===== config.mk =====
export PLATFORM = sky130hd
export DESIGN_NAME = bus_xfer_seq_flat
export DESIGN_NICKNAME = d
export VERILOG_FILES = /design/src/rtl/cpu_pkg.sv /design/src/rtl/bus_xfer_seq_if.sv /design/src/rtl/onehot_dec.sv /design/src/rtl/bus_xfer_seq.sv /design/src/flat_wrapper.sv
export SDC_FILE = /design/constraint.sdc
export NUM_CORES = 1
export LEC_CHECK = 0
export CELL_PAD_IN_SITES_DETAIL_PLACEMENT = 1
export CELL_PAD_IN_SITES_GLOBAL_PLACEMENT = 2
export CORE_MARGIN = 5
export CORE_UTILIZATION = 27
export DETAILED_ROUTE_END_ITERATION = 8
export HOLD_SLACK_MARGIN = 0.06
export PLACE_DENSITY = 0.88
export SYNTH_ARGS = -nofsm -noshare
export SYNTH_HDL_FRONTEND = slang
export SYNTH_SLANG_ARGS = --single-unit

===== constraint.sdc =====
create_clock -name clk_i -period 2.84 [get_ports clk_i]
set_input_delay 0.426 -clock clk_i [delete_from_list [all_inputs] [get_ports clk_i]]
set_output_delay 0.426 -clock clk_i [all_outputs]
set_load 0.05 [all_outputs]

===== src/rtl/cpu_pkg.sv =====
// Shared definitions for the internal-data-bus transfer sequencer:
// register indices, bus width and FSM state encoding.
package cpu_pkg;

  localparam int W    = 8;
  localparam int NREG = 4;
  localparam int IW   = 2;

  localparam logic [IW-1:0] REG_A  = 2'd0;
  localparam logic [IW-1:0] REG_X  = 2'd1;
  localparam logic [IW-1:0] REG_Y  = 2'd2;
  localparam logic [IW-1:0] REG_SP = 2'd3;

  typedef enum logic [2:0] {
    ST_IDLE  = 3'd0,
    ST_DRIVE = 3'd1,
    ST_LATCH = 3'd2,
    ST_FIN   = 3'd3,
    ST_REJ   = 3'd4
  } state_t;

  // True when a register index addresses an attached register.
  function automatic logic idx_ok(input logic [IW-1:0] idx, input int nreg);
    return (int'(idx) < nreg);
  endfunction

endpackage


===== src/rtl/bus_xfer_seq_if.sv =====
// Request/strobe/flag bundle between decode, the register file and the
// transfer sequencer.
interface bus_xfer_seq_if #(
  parameter int W    = cpu_pkg::W,
  parameter int NREG = cpu_pkg::NREG,
  parameter int IW   = cpu_pkg::IW
);
  logic            start;
  logic [IW-1:0]   src;
  logic [IW-1:0]   dst;
  logic [W-1:0]    bus_in;
  logic [NREG-1:0] bus_enable;
  logic [NREG-1:0] load;
  logic            busy;
  logic            done;
  logic            err;
  logic            flag_upd;
  logic            flag_n;
  logic            flag_z;

  modport master (
    output start, src, dst, bus_in,
    input  bus_enable, load, busy, done, err, flag_upd, flag_n, flag_z
  );

  modport slave (
    input  start, src, dst, bus_in,
    output bus_enable, load, busy, done, err, flag_upd, flag_n, flag_z
  );
endinterface


===== src/rtl/onehot_dec.sv =====
// Index to one-hot decoder with a global enable; all outputs 0 when disabled.
module onehot_dec #(
  parameter int NREG = cpu_pkg::NREG,
  parameter int IW   = cpu_pkg::IW
) (
  input  logic            en_i,
  input  logic [IW-1:0]   idx_i,
  output logic [NREG-1:0] onehot_o
);

  for (genvar gi = 0; gi < NREG; gi++) begin : g_bit
    assign onehot_o[gi] = en_i && (idx_i == IW'(gi));
  end

endmodule


===== src/rtl/bus_xfer_seq.sv =====
// Register-transfer sequencer: source output-enable, then destination load,
// with N/Z capture of the transferred value for the status register.
module bus_xfer_seq #(
  parameter int W        = cpu_pkg::W,
  parameter int NREG     = cpu_pkg::NREG,
  parameter int SP_INDEX = int'(cpu_pkg::REG_SP)
) (
  input logic            clk_i,
  input logic            rst_n_i,
  bus_xfer_seq_if.slave  bus
);
  import cpu_pkg::*;

  state_t          state_q, state_d;
  logic [IW-1:0]   src_q, dst_q;
  logic [W-1:0]    value_q;
  logic            cap_valid_q;

  logic accept, capture, be_en, ld_en;
  logic busy, done, err, flag_upd;

  always_ff @(posedge clk_i or negedge rst_n_i) begin
    if (!rst_n_i) begin
      state_q     <= ST_IDLE;
      src_q       <= '0;
      dst_q       <= '0;
      value_q     <= '0;
      cap_valid_q <= 1'b0;
    end else begin
      state_q <= state_d;
      if (accept) begin
        src_q <= bus.src;
        dst_q <= bus.dst;
      end
      if (capture) begin
        value_q     <= bus.bus_in;
        cap_valid_q <= 1'b1;
      end
    end
  end

  always_comb begin
    state_d  = state_q;
    accept   = 1'b0;
    capture  = 1'b0;
    be_en    = 1'b0;
    ld_en    = 1'b0;
    busy     = 1'b0;
    done     = 1'b0;
    err      = 1'b0;
    flag_upd = 1'b0;
    case (state_q)
      ST_IDLE: begin
        if (bus.start) begin
          if ((bus.src == bus.dst) || !idx_ok(bus.src, NREG) || !idx_ok(bus.dst, NREG)) begin
            state_d = ST_REJ;
          end else begin
            accept  = 1'b1;
            state_d = ST_DRIVE;
          end
        end
      end
      ST_DRIVE: begin
        be_en   = 1'b1;
        busy    = 1'b1;
        state_d = ST_LATCH;
      end
      ST_LATCH: begin
        be_en   = 1'b1;
        ld_en   = 1'b1;
        busy    = 1'b1;
        capture = 1'b1;
        state_d = ST_FIN;
      end
      ST_FIN: begin
        busy     = 1'b1;
        done     = 1'b1;
        // Stack-pointer loads (TXS) do not touch the status flags.
        flag_upd = (int'(dst_q) != SP_INDEX);
        state_d  = ST_IDLE;
      end
      ST_REJ: begin
        err     = 1'b1;
        state_d = ST_IDLE;
      end
      default: state_d = ST_IDLE;
    endcase
  end

  onehot_dec #(.NREG(NREG), .IW(IW)) u_be_dec (
    .en_i     (be_en),
    .idx_i    (src_q),
    .onehot_o (bus.bus_enable)
  );

  onehot_dec #(.NREG(NREG), .IW(IW)) u_ld_dec (
    .en_i     (ld_en),
    .idx_i    (dst_q),
    .onehot_o (bus.load)
  );

  assign bus.busy     = busy;
  assign bus.done     = done;
  assign bus.err      = err;
  assign bus.flag_upd = flag_upd;
  // Z is qualified so that the reset value (nothing captured yet) reads 0.
  assign bus.flag_n   = value_q[W-1];
  assign bus.flag_z   = cap_valid_q && (value_q == '0);

endmodule


===== src/flat_wrapper.sv =====
// flat-port wrapper written by rule: the top's interface ports become plain ports
module bus_xfer_seq_flat import cpu_pkg::*;
#(
  parameter int W        = cpu_pkg::W,
  parameter int NREG     = cpu_pkg::NREG,
  parameter int SP_INDEX = int'(cpu_pkg::REG_SP)
)
  (clk_i, rst_n_i, bus_start, bus_src, bus_dst, bus_bus_in, bus_bus_enable, bus_load, bus_busy, bus_done, bus_err, bus_flag_upd, bus_flag_n, bus_flag_z);
  bus_xfer_seq_if #(.W(W), .NREG(NREG), .IW(2)) bus_i ();
  input logic clk_i;
  input logic rst_n_i;
  input wire logic [$bits(bus_i.start)-1:0] bus_start;
  input wire logic [$bits(bus_i.src)-1:0] bus_src;
  input wire logic [$bits(bus_i.dst)-1:0] bus_dst;
  input wire logic [$bits(bus_i.bus_in)-1:0] bus_bus_in;
  output wire logic [$bits(bus_i.bus_enable)-1:0] bus_bus_enable;
  output wire logic [$bits(bus_i.load)-1:0] bus_load;
  output wire logic [$bits(bus_i.busy)-1:0] bus_busy;
  output wire logic [$bits(bus_i.done)-1:0] bus_done;
  output wire logic [$bits(bus_i.err)-1:0] bus_err;
  output wire logic [$bits(bus_i.flag_upd)-1:0] bus_flag_upd;
  output wire logic [$bits(bus_i.flag_n)-1:0] bus_flag_n;
  output wire logic [$bits(bus_i.flag_z)-1:0] bus_flag_z;
  assign bus_i.start = bus_start;
  assign bus_i.src = bus_src;
  assign bus_i.dst = bus_dst;
  assign bus_i.bus_in = bus_bus_in;
  assign bus_bus_enable = bus_i.bus_enable;
  assign bus_load = bus_i.load;
  assign bus_busy = bus_i.busy;
  assign bus_done = bus_i.done;
  assign bus_err = bus_i.err;
  assign bus_flag_upd = bus_i.flag_upd;
  assign bus_flag_n = bus_i.flag_n;
  assign bus_flag_z = bus_i.flag_z;
  bus_xfer_seq #(.W(W), .NREG(NREG), .SP_INDEX(SP_INDEX)) u_core (.clk_i(clk_i), .rst_n_i(rst_n_i), .bus(bus_i));
endmodule

==> out/qor.csv <==
metric,value,unit
synth_area,861,sq um
reg2regPathDepth,3,
grt_overflow,0,
worst_slack,0.279,ns
syn_inst,96,
rsz0062_at_grt,no,
pin_count,29,
status,finished clean,
area_growth,39.1,%
clkTransAtPathRegs,0.09,ns
slowest_delay,0.83,ns
relSlewSlack,51.7,%
cts.htree.levels,1,
grt_pass1_vias,784,
fin_util,39.2,%
clk_latency,0.28,ns
routed_wl,2100,um
async_flop_share,100,%
viasPerCell,4.60,
leakage,0.517,nW
ys_types,28,
synth_commonest_cells,"nand2_1, dfrtp_1, nor3_1",
grt_pass1_wl,3540,um
syn_nets,111,
synth_seq_cells,16,
clockBufferDepth,2,
max_freq,391,MHz
wl_per_cell,12.6,um
place_congestion,0.788,
placed_area,0.00116,sq mm
path_cells,xor2_1 > nand2b_1 > nor3b_1 > clkdlybuf4s50_1,
row_count,20,
min_period,2.56,ns
yosys.area.top_type,dfrtp_1,
crit_type,flop to primary output,
worst-slew-pin-transition,0.722,ns
clkSinkCount,16,
cp-start-kind,flop,
required,2.41,ns
root_buffer,clkbuf_4,
hold_depth,1,
maxCapViolCount,0,
drtIter0Drc,8,
drv_slew,0,
crit_arrival,2.13,ns
antenna_found_initial,0,
grt_usage,10.5,%
ctsHoldBuffers,0,
crit_fanout,7,
die_x,66.5,um
vdd_ir_drop_max,0.518,mV
num_antenna_cells,0,
cp-end-kind,primary output,
synthTopCellsByArea,"dfrtp_1, nand2_1, nor3_1",
drive_gt1_share,9.76,%
nets,139,
final_area,0.00120,sq mm
setup_viol,0,
hp-class,flop to flop,
fin_skew,0.00718,ns
finalCritPeriodShare,90.2,%
setup_tns,0,ns
start_util,28.2,%
synth_ff_type,dfrtp_1,
port_buffers,28,
drc,0,
route.vias.total,768,
ant_nets,0,
synth_most_common_cell,nand2_1,
power_density,1120,mW/mm^2
finalPower,1.34,mW
pre_cts_ws,0.591,ns
dr.pass1.iters,4,
synth_edf_count,0,
syn_avg_cell_area,8.97,sq um
ys_warn_count,0,
die_y,66.5,um
cts_setup_buffers,0,
cts_tree,built,
cts_resized,0,
ys_seq_area_share,46.5,%
die-area,0.00442,sq mm
slowest_stage,clkdlybuf4s50_1,
synth_top_area_share,46.5,%
cts_buffers,3,
core,0.00305,sq mm
hold_viol_final,0,
grt_max_degree,17,
dp_hpwl,1700,um
[stage by stage]
stage | hold WS [ns] | std cells
after floorplan | 0.130 | 96
after global placement | 0.452 | 163
after detailed placement | 0.456 | 163
after CTS | 0.482 | 167
after global routing | 0.493 | 167
final | 0.478 | 167
[layout by cell type (no fill, tap or decap), drive strengths merged]
cell type,synthesis,final
nand2,26,26
clkdlybuf4s50,0,26
dfrtp,16,16
nor3,7,7
a211oi,5,5
nor2,4,4
clkbuf,4,4
xor2,3,3
and3,3,3
o22ai,3,3
a21oi,3,3
buf,2,3
nor3b,3,3
inv,3,3
nand2b,2,2
xnor2,2,2
nor4b,2,2
o21ai,2,2
and3b,1,1
nor4,1,1
a21boi,1,1
and2,1,1
or3b,1,1
or4b,1,1
[critical path: cells and delay by family, from the launching register on]
family	cells	cell delay, ns
buffers and inverters	1	0.83
flip-flops	1	0.49
XOR/XNOR	1	0.17
AND/OR/NAND/NOR	2	0.36
[power breakdown]
group	switching, mW	internal (mW)	total [mW]
combinational	0.498	0.273	0.771
sequential	0.0961	0.325	0.421
clock	0.0687	0.0779	0.147
[final cells by class]
class | instances | area [sq um]
clock buffer | 4 | 36.3
fill | 372 | 1860
inverter | 3 | 11.3
multi-input combinational | 71 | 412
sequential | 16 | 400
tap | 44 | 55.1
timing repair buffer | 29 | 283
[path summary, 6_finish.rpt]
| path | slack (ns) | from | to |
|---|---|---|---|
| worst max-delay path | 0.28 | u_core.state_q[0]$_DFFE_PN0P_ | bus_bus_enable[1] |
| worst min-delay path | 0.48 | u_core.cap_valid_q$_DFFE_PN0P_ | u_core.cap_valid_q$_DFFE_PN0P_ |
| worst max register to register | 1.29 | u_core.state_q[1]$_DFFE_PN0P_ | u_core.src_q[1]$_DFFE_PN0P_ |
| worst min register to register | 0.48 | u_core.cap_valid_q$_DFFE_PN0P_ | u_core.cap_valid_q$_DFFE_PN0P_ |
| max in group asynchronous | 1.81 | rst_n_i | u_core.value_q[4]$_DFFE_PN0P_ |
| min in group asynchronous | 0.57 | rst_n_i | u_core.dst_q[1]$_DFFE_PN0P_ |
[layer usage]
layer  vias up  wire [um]  track usage, %
met3         2        151            4.22
met1       362        855            10.8
met4         0         13            2.28
li1        384          -               -
met5         -          0               0
met2        20       1080            19.7
[kinds of logic after synthesis]
kind of cell | Yosys count | share of synthesized area, %
simple gates | 52 | 31.8
flops | 16 | 46.5
xor+xnor | 5 | 5.09
compound gates | 14 | 10.9
buf+inv | 9 | 5.67
[state kept, by name, summed over array words and instances, names as in the netlist]
register            flops
u_core.value_q          8
u_core.cap_valid_q      1
u_core.dst_q            2
u_core.state_q          3
u_core.src_q            2
No activity file was read; power rests on OpenSTA's default activity.
